--- config.mk ---
export PLATFORM = sky130hd
export DESIGN_NAME = ihp_sram_port_ctrl
export DESIGN_NICKNAME = d
export VERILOG_FILES = /design/src/rtl/ihp_sram_port_ctrl.sv
export SDC_FILE = /design/constraint.sdc
export NUM_CORES = 1
export LEC_CHECK = 0
export BUFFER_PORTS_ARGS = -buffer_cell sky130_fd_sc_hd__buf_4
export CAP_MARGIN = 20
export CORE_MARGIN = 8
export CORE_UTILIZATION = 45
export CTS_CLUSTER_SIZE = 20
export DETAILED_ROUTE_END_ITERATION = 12
export HOLD_SLACK_MARGIN = 0.12
export PLACE_DENSITY = 0.82
export SYNTH_ARGS = -nofsm -noshare
export SYNTH_HDL_FRONTEND = slang
export SYNTH_SLANG_ARGS = --single-unit
--- constraint.sdc ---
create_clock -name UserCLK -period 2.3 [get_ports UserCLK]
set_clock_uncertainty 0.1 [all_clocks]
set_input_delay 0.46 -clock UserCLK [delete_from_list [all_inputs] [get_ports UserCLK]]
set_output_delay 0.46 -clock UserCLK [all_outputs]
set_load 0.02 [all_outputs]
--- src/rtl/ihp_sram_port_ctrl.sv ---
// Single-port SRAM macro controller: fabric request in, macro strobes out.
// One request in flight; reads return one cycle after the macro access.
module ihp_sram_port_ctrl #(
  parameter int ADDR_W = 10,
  parameter int DATA_W = 32,
  parameter int DEPTH  = 1024
) (
  input  logic              UserCLK,
  input  logic              RST,
  input  logic              REQ,
  input  logic              WE,
  input  logic [ADDR_W-1:0] ADDR,
  input  logic [DATA_W-1:0] WDATA,
  input  logic [DATA_W-1:0] BM,
  output logic              READY,
  output logic              DONE,
  output logic              ERR,
  output logic [DATA_W-1:0] RDATA,
  output logic [ADDR_W-1:0] A_ADDR,
  output logic [DATA_W-1:0] A_DIN,
  output logic [DATA_W-1:0] A_BM,
  output logic              A_MEN,
  output logic              A_WEN,
  output logic              A_REN,
  input  logic [DATA_W-1:0] A_DOUT
);

  typedef enum logic [1:0] {
    IDLE,
    ACCESS,
    WAIT,
    RESP
  } state_t;

  // One extra bit so DEPTH == 2^ADDR_W is representable
  localparam logic [ADDR_W:0] DEPTH_C = (ADDR_W+1)'(DEPTH);

  state_t            state_q, state_d;
  logic [ADDR_W-1:0] addr_q, addr_d;
  logic [DATA_W-1:0] wdata_q, wdata_d;
  logic [DATA_W-1:0] bm_q, bm_d;
  logic              we_q, we_d;
  logic [DATA_W-1:0] rdata_q, rdata_d;
  logic              in_range;

  assign in_range = ({1'b0, addr_q} < DEPTH_C);

  always_comb begin
    state_d = state_q;
    addr_d  = addr_q;
    wdata_d = wdata_q;
    bm_d    = bm_q;
    we_d    = we_q;
    rdata_d = rdata_q;
    unique case (state_q)
      IDLE: begin
        if (REQ) begin
          addr_d  = ADDR;
          wdata_d = WDATA;
          bm_d    = BM;
          we_d    = WE;
          state_d = ACCESS;
        end
      end
      ACCESS: begin
        if (we_q || !in_range) state_d = RESP;
        else                   state_d = WAIT;
      end
      WAIT: begin
        rdata_d = A_DOUT;
        state_d = RESP;
      end
      RESP: begin
        state_d = IDLE;
      end
      default: begin
        state_d = IDLE;
      end
    endcase
  end

  always_ff @(posedge UserCLK) begin
    if (RST) begin
      state_q <= IDLE;
      addr_q  <= '0;
      wdata_q <= '0;
      bm_q    <= '0;
      we_q    <= 1'b0;
      rdata_q <= '0;
    end else begin
      state_q <= state_d;
      addr_q  <= addr_d;
      wdata_q <= wdata_d;
      bm_q    <= bm_d;
      we_q    <= we_d;
      rdata_q <= rdata_d;
    end
  end

  assign READY  = (state_q == IDLE);
  assign DONE   = (state_q == RESP);
  // Address is still held in RESP, so the range check is reused there
  assign ERR    = (state_q == RESP) && !in_range;
  assign RDATA  = rdata_q;
  assign A_ADDR = addr_q;
  assign A_DIN  = wdata_q;
  assign A_BM   = bm_q;
  assign A_MEN  = (state_q == ACCESS) && in_range;
  assign A_WEN  = A_MEN && we_q;
  assign A_REN  = A_MEN && !we_q;

endmodule

==> impl_results.md <==
- Die X: 109 microns
- Max transition margin: 65.0%
- CP top delay family: flip-flops
- Peak supply drop: 0.000525 V
- Register Area: 2180 sq um
- Syn. warnings: 0
- Remaining antenna violation count: 0
- Final Max Slew Viols: 0
- # nets final: 767
- Compound-Gate Fraction of Synth Area: 9.96%
- Worst setup EP type: output pin
- Filler cells: 710
- Gr usage total: 19.0%
- # clock sinks: 109
- Critical path's largest stage delay: 400 ps
- Share of layout cells above drive strength 1: 37.4%
- Initial Util: 45.6%
- Worst Hold Slack: 228 ps
- Syn_area_per_cell: 8.67 sq um
- DP HPWL: 9010 microns
- Diode count: 0
- FMAX: 511 MHz
- Clock transition at the registers of the reported paths: 110 ps
- Post-CTS Setup Inserts: 0
- Mapped Nets: 563
- Root Buffer Master: clkbuf_8
- DP Area: 5580 sq um
- Area contributors post-synth: dfxtp_1, nand2_1, a21oi_1
- Die Ht: 109 microns
- Final Util: 67.6%
- CTS tree: yes
- Multi-input gate area in the final layout: 1510 sq um
- Yosys cell types: 19
- RSZ-0062 raised after global routing: false
- Vias per cell: 4.79
- Post-synthesis mux area share: 8.48%
- Leakage power: 2.63 nW
- Final-report hold violation count: 0
- DP Worst Slack: 455 ps
- Area share of xor/xnor cells in the synthesized design: 0%
- Crit path launch type: flop
- Power Density: 1100 nW/um^2
- # IOs: 222
- Synth Instances: 449
- Worst path arrival time: 1400 ps
- Vias in the first global route: 3624
- Core ar.: 8550 sq um
- Max Cap Viol: 0
- P&R area growth vs syn: 48.5%
- Post-Synth Simple-Gate Area: 18.7%
- Setup CP Type: reg2out
- Largest area contributor in the netlist: dfxtp_1
- Most frequent cells in the layout: buf_4, nand2_1, dfxtp_1, a21oi_1, nor2_1
- Total CTS buffers: 9
- FP Rows: 34
- CTS resizes: 0
- CTS max path bufs: 2
- Clk_lat worst skew: 350 ps
- WP buf/inv: 2
- IO Port Bufs: 220
- Final WS setup: 342 ps
- Post-Syn Area: 3890 sq um
- Routability Congestion: 0.782
- Largest net degree at the start of global routing: 52
- Commonest non-fill, non-tap cell in the layout: buf_4
- Minimum clock period: 1960 ps
- # H-tree levels: 3
- Die Footprint: 11900 sq um
- Post-Synth Adder-Cell Area: 1.28%
- Outcome: complete, no violations
- Hold Path Class: in2reg
- Period utilisation layout: 85.1%
- Total number of vias: 3669
- Seq cells post-synth: 109
- First-pass GRT wire length: 17800 microns
- Setup Viol. Count Final: 0
- Post-synth top area share: 56.0%
- Slew @ Worst Pin: 525 ps
- CP required: 1740 ps
- Largest family of logic cells by synthesized area: simple AND/OR/NAND/NOR gates
- Routed wire length: 11700 microns
- Crit-path max FO: 5
- # DRC: 0
- Hold_buf cts: 0
- Initial antenna violation count: 0
- Crit-path slowest cell: dfxtp_1
- Final instance area: 5780 sq um
- Starting DRT DRC Count: 172
- Routed wire length per instance: 15.3 microns
- Crit-path cells: inv_1 -> ha_1 -> and2_1 -> buf_4
- Drt pass-1 iters: 6
- Overflow left after global routing: 0
- Register area share after synthesis: 56.0%
- Setup_tns: 0 ps
-- where the power goes --
part           internal, mW  leakage (nW)  switching, mW
Sequential             2.29         0.891          0.217
Clock                 0.542         0.103          0.650
Combinational          1.13          1.64           1.52
Total                  3.95          2.63           2.39
-- worst reg2reg max path: stages (launching register included) --
cell and delay, ps:
dfxtp_1 360, inv_1 100, ha_1 270, and2_4 450, buf_12 270, nand2_1 100
a21oi_1 140
-- cell families (layout without fill, tap and decap cells) --
kind of cell / count (synthesis) / after routing
adder cells (fa/ha/maj): 4 / 4
flip-flops: 109 / 109
AND/OR/NAND/NOR: 190 / 190
AO/OA/AOI/OAI: 77 / 77
other: 1 / 1
buffers and inverters: 35 / 244
multiplexers: 33 / 33
-- stage by stage --
step | power, mW | instances
6_report | 6.34 | 766
5_1_grt | 6.76 | 766
4_1_cts | 6.41 | 766
3_5_place_dp | 5.24 | 750
3_3_place_gp | 5.13 | 750
2_1_floorplan | 4.21 | 449
-- state kept, by name, indices dropped and copies added, names as in the netlist --
signal and cells:
A_BM 32, A_DIN 32, A_ADDR 10, state_q 2
RDATA 32, we_q 1
-- synth_stat cells (all sizes together) --
cell	n
clkbuf	11
ha	4
buf	22
nor2	34
nor2b	1
a21oi	76
mux2i	33
or2	1
and2	2
dfxtp	109
nand2b	1
a211oi	1
conb	1
nand2	151
inv	2
-- routing by layer --
| layer | wire (microns) | vias to the layer above | GRT usage [%] |
|---|---|---|---|
| met2 | 5810 | 164 | 32.8 |
| li1 | - | 1838 | - |
| met5 | 0 | - | 0 |
| met4 | 161 | 0 | 7.14 |
| met1 | 4350 | 1653 | 20.5 |
| met3 | 1400 | 14 | 7.39 |
-- final cells by class --
cell class | instances | area share, %
Sequential cell | 109 | 37.7
Timing Repair Buffer | 226 | 30.2
Multi-Input combinational cell | 305 | 26.0
Clock buffer | 10 | 2.38
Tap cell | 108 | 2.34
Clock inverter | 6 | 1.19
Inverter | 2 | 0.130
-- path summary, 6_finish.rpt --
kind                to  startpoint  slack (ps)  depth (start not counted)
max              A_WEN  state_q[1]         340                          4
min          RDATA[13]  A_DOUT[13]         230                          3
max reg2reg  A_DIN[18]  state_q[0]         450                          6
min reg2reg   A_BM[12]    A_BM[12]         360                          2
Note: power is estimated with default switching activity, not from simulation.
